### config.mk
export PLATFORM = sky130hd
export DESIGN_NAME = trig_lane_edge_counter
export DESIGN_NICKNAME = d
export VERILOG_FILES = /design/src/rtl/trig_in_pkg.sv /design/src/rtl/trig_lane_edge_unit.sv /design/src/rtl/trig_lane_edge_counter.sv
export SDC_FILE = /design/constraint.sdc
export NUM_CORES = 1
export LEC_CHECK = 0
export ABC_AREA = 1
export CAP_MARGIN = 20
export CORE_UTILIZATION = 45
export DETAILED_ROUTE_END_ITERATION = 7
export HOLD_SLACK_MARGIN = 0.1
export PLACE_DENSITY = 0.76
export SYNTH_ARGS = -nofsm -noshare
export SYNTH_HDL_FRONTEND = slang
export SYNTH_HIERARCHICAL = 1
export SYNTH_SLANG_ARGS = --single-unit
### constraint.sdc
create_clock -name clk -period 5.7 [get_ports clk]
set_clock_uncertainty 0.05 [all_clocks]
set_input_delay 0.855 -clock clk [delete_from_list [all_inputs] [get_ports clk]]
set_output_delay 0.855 -clock clk [all_outputs]
set_load 0.01 [all_outputs]
### src/rtl/trig_in_pkg.sv
// trig_in_pkg: shared defaults and snapshot indexing helper for the trigger lane edge counter.
package trig_in_pkg;
  localparam int NLANES_DEF      = 4;
  localparam int CNT_W_DEF       = 16;
  localparam int HOLD_W_DEF      = 8;
  localparam int SYNC_STAGES_MIN = 2;
  function automatic int lane_lsb(input int lane, input int width);
    return lane * width;
  endfunction
endpackage

### src/rtl/trig_lane_edge_unit.sv
// trig_lane_edge_unit: one lane of sync, rising-edge detect, dead-time, saturating count.
module trig_lane_edge_unit
  import trig_in_pkg::*;
#(
  parameter int SYNC_STAGES = SYNC_STAGES_MIN,
  parameter int CNT_W       = CNT_W_DEF,
  parameter int HOLD_W      = HOLD_W_DEF
) (
  input  logic              clk,
  input  logic              rst_n,
  input  logic              i_lane,
  input  logic              i_enable,
  input  logic [HOLD_W-1:0] i_holdoff,
  input  logic              clear_i,
  output logic              o_edge,
  output logic [CNT_W-1:0]  o_cnt_nxt,
  output logic              o_sat_nxt
);
  localparam int SS = SYNC_STAGES < SYNC_STAGES_MIN ? SYNC_STAGES_MIN : SYNC_STAGES;
  logic [SS-1:0]     r_sync;
  logic              r_hist, r_edge, r_sat;
  logic [HOLD_W-1:0] r_timer;
  logic [CNT_W-1:0]  r_cnt;
  logic              w_acc, w_max;
  assign w_acc     = r_sync[SS-1] & ~r_hist & i_enable & (r_timer == '0);
  assign w_max     = &r_cnt;
  assign o_cnt_nxt = r_cnt + CNT_W'(w_acc & ~w_max);
  assign o_sat_nxt = r_sat | (w_acc & w_max);
  assign o_edge    = r_edge;
  always_ff @(posedge clk or negedge rst_n) begin
    if (!rst_n) begin
      r_sync  <= '0;
      r_hist  <= 1'b0;
      r_edge  <= 1'b0;
      r_timer <= '0;
      r_cnt   <= '0;
      r_sat   <= 1'b0;
    end else begin
      r_sync  <= {r_sync[SS-2:0], i_lane};
      r_hist  <= r_sync[SS-1];
      r_edge  <= w_acc;
      r_timer <= w_acc ? i_holdoff : (r_timer != '0 ? r_timer - HOLD_W'(1) : r_timer);
      r_cnt   <= clear_i ? '0 : o_cnt_nxt;
      r_sat   <= clear_i ? 1'b0 : o_sat_nxt;
    end
  end
endmodule

### src/rtl/trig_lane_edge_counter.sv
// trig_lane_edge_counter: per-lane edge counting with snapshot/acknowledge export.
module trig_lane_edge_counter
  import trig_in_pkg::*;
#(
  parameter int NLANES      = NLANES_DEF,
  parameter int SYNC_STAGES = SYNC_STAGES_MIN,
  parameter int CNT_W       = CNT_W_DEF,
  parameter int HOLD_W      = HOLD_W_DEF
) (
  input  logic                    clk,
  input  logic                    rst_n,
  input  logic [NLANES-1:0]       lane_in,
  input  logic                    enable,
  input  logic [HOLD_W-1:0]       holdoff,
  input  logic                    snap_req,
  input  logic                    snap_ack,
  output logic [NLANES-1:0]       edge_o,
  output logic                    snap_valid,
  output logic [NLANES*CNT_W-1:0] snap_cnt,
  output logic [NLANES-1:0]       snap_sat,
  output logic                    snap_overrun
);
  logic [NLANES*CNT_W-1:0] w_cnt_nxt, r_cnt;
  logic [NLANES-1:0]       w_sat_nxt, r_sat;
  logic                    r_valid, r_overrun;
  for (genvar i = 0; i < NLANES; i++) begin : g_lane
    trig_lane_edge_unit #(
      .SYNC_STAGES(SYNC_STAGES),
      .CNT_W      (CNT_W),
      .HOLD_W     (HOLD_W)
    ) u_unit (
      .clk      (clk),
      .rst_n    (rst_n),
      .i_lane   (lane_in[i]),
      .i_enable (enable),
      .i_holdoff(holdoff),
      .clear_i  (snap_req),
      .o_edge   (edge_o[i]),
      .o_cnt_nxt(w_cnt_nxt[lane_lsb(i, CNT_W) +: CNT_W]),
      .o_sat_nxt(w_sat_nxt[i])
    );
  end
  // Snapshot captures next-state counts so an edge accepted alongside snap_req is included.
  always_ff @(posedge clk or negedge rst_n) begin
    if (!rst_n) begin
      r_cnt     <= '0;
      r_sat     <= '0;
      r_valid   <= 1'b0;
      r_overrun <= 1'b0;
    end else begin
      r_cnt     <= snap_req ? w_cnt_nxt : r_cnt;
      r_sat     <= snap_req ? w_sat_nxt : r_sat;
      r_valid   <= snap_req | (r_valid & ~snap_ack);
      r_overrun <= (snap_req & r_valid & ~snap_ack) | (r_overrun & ~(r_valid & snap_ack));
    end
  end
  assign snap_cnt     = r_cnt;
  assign snap_sat     = r_sat;
  assign snap_valid   = r_valid;
  assign snap_overrun = r_overrun;
endmodule
# Word-level counts from Yosys, hierarchy flattened
# Cells that the tools add are included.
[word_totals]
reg_bits = 186
in_bits = 17
out_inout_bits = 74
word_cells = 109
[classes]
addsub = 8
mux = 16
bitwise_logic = 41
n_reduce_logical = 16
[op_table]
columns = ["cell", "count"]
rows = [
  ["$add A16 B16 Y16", 4],
  ["$and A1 B16 Y16", 4],
  ["$mux W16", 4],
  ["$mux W8", 8],
  ["$not A1 Y16", 4],
  ["$reduce_and A16 Y1", 4],
  ["$logic_not A8 Y1", 4],
  ["$reduce_bool A8 Y1", 4],
  ["$sub A8 B1 Y8 const B", 4],
  ["$and A1 B1 Y1", 21],
  ["$reduce_bool A2 Y1", 4],
  ["$not A1 Y1", 6],
  ["$or A1 B1 Y1", 6],
  ["$mux W1", 4],
]

# Depth between registers and ports, before layout
[logic_depth]
depth_word = 7
mapped_depth = 15
ltp_nobuf = 15

# Hierarchy
# The synthesis kept the hierarchy.
[modules_own_cells]
columns = ["module", "instances", "cells_per_inst", "area_per_inst_um2", "seq_area_each_um2"]
rows = [
  ["trig_lane_edge_unit (g_lane[0].u_unit ...)", 3, 231, 1680.4, 725.7],
  ["trig_lane_edge_counter", 1, 297, 2650.0, 1751.7],
  ["trig_lane_edge_unit (g_lane[1].u_unit)", 1, 222, 1652.8, 725.7],
]

# Least setup slack after synthesis
# OpenSTA, ideal clock, no wires.
[synth_path]
path_kind = "input -> register"
startpoint = "in enable"
endpoint = "reg r_cnt[38], in the netlist snap_cnt[38]"
setup_ns = 0.117
arrival_time_ns = 2.318
path_slack_ns = 3.215
stages = 12
path_cell_list = "nand2_1 > nor2_1 > nand3_1 > a21oi_1 > ha_1 > ha_1 > nand3_2 > nor2_2 > xnor2_1 > inv_1 > nand2_1 > nand2_1"
[synth_via]
elab_chain_len = 4
[synth_lines]
columns = ["item", "line_no", "rtl"]
rows = [
  ["start: declaration", "trig_lane_edge_counter.sv:13", "input logic enable,"],
  ["$and A1 B1 Y1 (2 in a row)", "trig_lane_edge_unit.sv:25", "assign w_acc = r_sync[SS-1] & ~r_hist & i_enable & (r_timer == '0);"],
  ["$and A1 B16 Y16", "trig_lane_edge_unit.sv:27", "assign o_cnt_nxt = r_cnt + CNT_W'(w_acc & ~w_max);"],
  ["$add A16 B16 Y16", "trig_lane_edge_unit.sv:27", ""],
  ["net w_cnt_nxt[38]", "trig_lane_edge_counter.sv:23", "logic [NLANES*CNT_W-1:0] w_cnt_nxt, r_cnt;"],
  ["end signal: assignment", "trig_lane_edge_counter.sv:51", "r_cnt <= snap_req ? w_cnt_nxt : r_cnt;"],
  ["end: declaration", "trig_lane_edge_counter.sv:23", ""],
]
# The timed path passes the listed nets, and every way through them passes these cells.
# A chain may end at the register's enable or synchronous reset.

# Worst setup path in the final report
[layout_path]
startpoint = "in enable"
endpoint = "reg r_cnt[14], in the netlist snap_cnt[14]"
# The elaborated chain is that of the path after synthesis.

==> run metrics <==
status finished, final reports clean; Post-DRT Antenna Nets 0; worst-margin pin slew roughly 740 ps; GRT overflow 0; Post-CTS Hold Buffers 0; clock buffer depth 2; Seq/Total Area, Yosys 0.498; Crit path required time around 6000 ps; layout filler cell count 1892; Yosys Warn Count 6; Synth Register Bits 186; Worst path max stage delay 570 ps; Initial Utilization 0.460; LEAKAGE between 5 and 6 nW; Startpoint Class input port; Core ar. 0.0203 mm²; DP Area ~0.010 mm²; Max Fclk around 0.33 GHz; max cap viols 0; Num CTS Buffers 17; total placed cells including tap cells roughly 1600; slowest CP cell clkdlybuf4s50_1; Buf/Inv on CP 1; crit path DAT approximately 3300 ps; Slew Viols, Final 0; diode count 0; CTS clock-pin slew for the worst setup and hold paths 70 ps; design area between 0.01 and 0.015 mm²; Synth-to-Final Area Change 18.2%; CP delay by family, top simple AND/OR/NAND/NOR gates; post-CTS setup buffer count 0; Synth Instances 1212; largest area contributor in the netlist dfrtp_1; vias post-DR approximately 7800; Total Neg Setup Slack 0 ps; first-pass GRT wire length ~36 mm; largest cells by area after synthesis dfrtp_1 (50%), nand2_1 (18%), inv_1 (5.4%); Final period util 0.536; vias per inst ~4.9; post_cts resized 0; # rows 52; largest net degree at the start of global routing a little over 90; I/O pin count 91; kind of critical path in -> reg; Final Hold Vio Count 0; die width roughly 150 µm; DRT Pass-1 Iters 5; input/output buffers 90; synthesized cell area 0.00934 mm²; vias in the first global route ~7700; Clock Sink Count 186; CTS tree done; routed len/inst ~13 µm; syn_area_per_cell ~7.7 µm²; Critical Path End Type flip-flop; Layout Cells excl Fill between 1500 and 2000; DIE HEIGHT approximately 150 µm; post-synth cell types 31; Initial DRC Count ~530; Setup violations, final 0; # DRC 0; Final min period ~3000 ps; syn_nets approximately 1200; final WL a little over 20 mm; gpl congestion 0.904; GRT Total Usage 0.210; maximum vdd ir drop roughly 0.18 mV; Top cell by count, worst path nand2_1; Pwr Density 230 mW/mm²; layout cells sized above 1 0.0852; Final HPWL DP roughly 14 mm; CP cell instances clkdlybuf4s50_1 > nand2_1 > nor2_1 > nand3_1 > a21oi_1 > ha_1 > ha_1 > nand3_2 > nor2_2 > nand3_1 > nand2_1 > nand2_1 > nand2_1 > nand2_1; Max H-tree Level 4; worst-path fanout max 4; relative slew slack 0.504; Clk Latency, worst-skew pair 430 ps; unrepaired setup endpoints after global routing false; Hold Path Class reg -> reg; Die Area about 0.021 mm²; nets@finish about 1300; initial antenna violation count 0; root buf cell clkbuf_16; share of the synthesized area in the top cell type 0.498
-- synthesized netlist by cell type (all sizes together) --
cell / instances
nand2: 471
dfrtp: 186
nor2: 159
inv: 148
nand3: 76
a21oi: 39
nand4: 28
buf: 16
ha: 16
xor2: 16
o21ai: 15
or2: 11
xnor2: 10
clkbuf: 7
nor3: 4
and3: 3
nand3b: 3
o31ai: 3
nor2b: 1
-- cells by family after synthesis --
family          Yosys count  synth area share
fa+ha+maj                16            0.0214
simple gates            756             0.349
flops                   186             0.498
compound gates           57            0.0329
xor+xnor                 26            0.0252
buf+inv                 171            0.0736
-- per-stage QoR --
stage                     hold WS [ps]  power, mW  setup slack, ps  utilization
final                              299       2.54             2650        0.544
after CTS                          300       2.58             2650        0.544
after floorplan                    281       1.38             3220            -
after detailed placement           285       1.43             2230        0.516
after global routing               314       2.63             2420        0.544
after global placement             288       1.43             2300        0.516
-- where the power goes --
part	total, mW	leakage (nW)	switching [mW]	internal (mW)
combinational	0.0766	2.84	0.0602	0.0164
sequential	1.33	2.52	0.00264	1.33
clock	1.14	0.270	0.499	0.639
total	2.54	5.63	0.562	1.98
-- cells in the final DEF, fill, tap and decap left out, types with 2 or more instances in the layout --
cell type and instances:
nand3_2 3, o21ai_0 15, clkbuf_16 17, nand2_1 453, nand4_1 28, clkdlybuf4s50_1 88, nor2_2 22, o31ai_1 3
clkinv_2 2, nor3_1 4, nand3_1 73, inv_1 135, nor2_8 3, ha_1 16, xnor2_1 9, clkbuf_8 4
a21oi_1 35, or2_2 11, buf_4 4, xor2_1 16, clkinv_4 2, clkinvlp_4 3, nand2_4 3, nand3b_1 3
dfrtp_1 186, inv_2 12, a21oi_2 4, clkbuf_1 3, nor2_1 131, nand2_2 15, and3_1 3, nor2_4 3
-- cell type report --
cell class                 count  area, µm²  share of cell area
sequential                   186       4650               0.421
multi-input combinational    855       4000               0.362
timing repair buffer          93        925              0.0837
inverter                     148        558              0.0505
clock buffer                  23        478              0.0433
tap                          270        338              0.0306
clock inverter                 9       88.8             0.00804
-- worst paths after layout --
check,start,end,slack (ps),cells past startpoint
min in group asynchronous,rst_n,g_lane[1].u_unit/r_sync[0]$_DFF_PN0_,440,1
worst max-delay path,enable,snap_cnt[14]$_DFFE_PN0P_,2650,14
worst min-delay path,g_lane[1].u_unit/r_sync[0]$_DFF_PN0_,g_lane[1].u_unit/r_sync[1]$_DFF_PN0_,300,0
worst max register to register,g_lane[1].u_unit/r_timer[0]$_DFFE_PN0P_,snap_cnt[30]$_DFFE_PN0P_,3030,15
max in group asynchronous,rst_n,g_lane[3].u_unit/r_cnt[15]$_DFF_PN0_,4040,2
worst min register to register,g_lane[1].u_unit/r_sync[0]$_DFF_PN0_,g_lane[1].u_unit/r_sync[1]$_DFF_PN0_,300,0
-- sequential cells by signal (all words and copies together) (netlist names) --
name	flops
g_lane.u_unit/r_cnt	64
snap_cnt	64
g_lane.u_unit/r_timer	32
g_lane.u_unit/r_sync	8
g_lane.u_unit/o_edge	4
g_lane.u_unit/r_hist	4
g_lane.u_unit/r_sat	4
snap_sat	4
snap_overrun	1
snap_valid	1
-- routing by layer --
metal  wire length [µm]  GRT usage  up-vias
met5                  0          0        -
met4                408     0.0776        0
met3                692     0.0344       35
met2              10200      0.359      164
met1               9360      0.270     3651
li1                   -          -     3913
-- worst reg2reg max path: cells and delay by family, from the launching register on --
family,cells,cell delay [ps]
DFF,1,380
and+or+nand+nor,11,1370
buffers and inverters,1,120
adders and majority gates,3,650
Note: power is estimated with default switching activity, not from simulation.
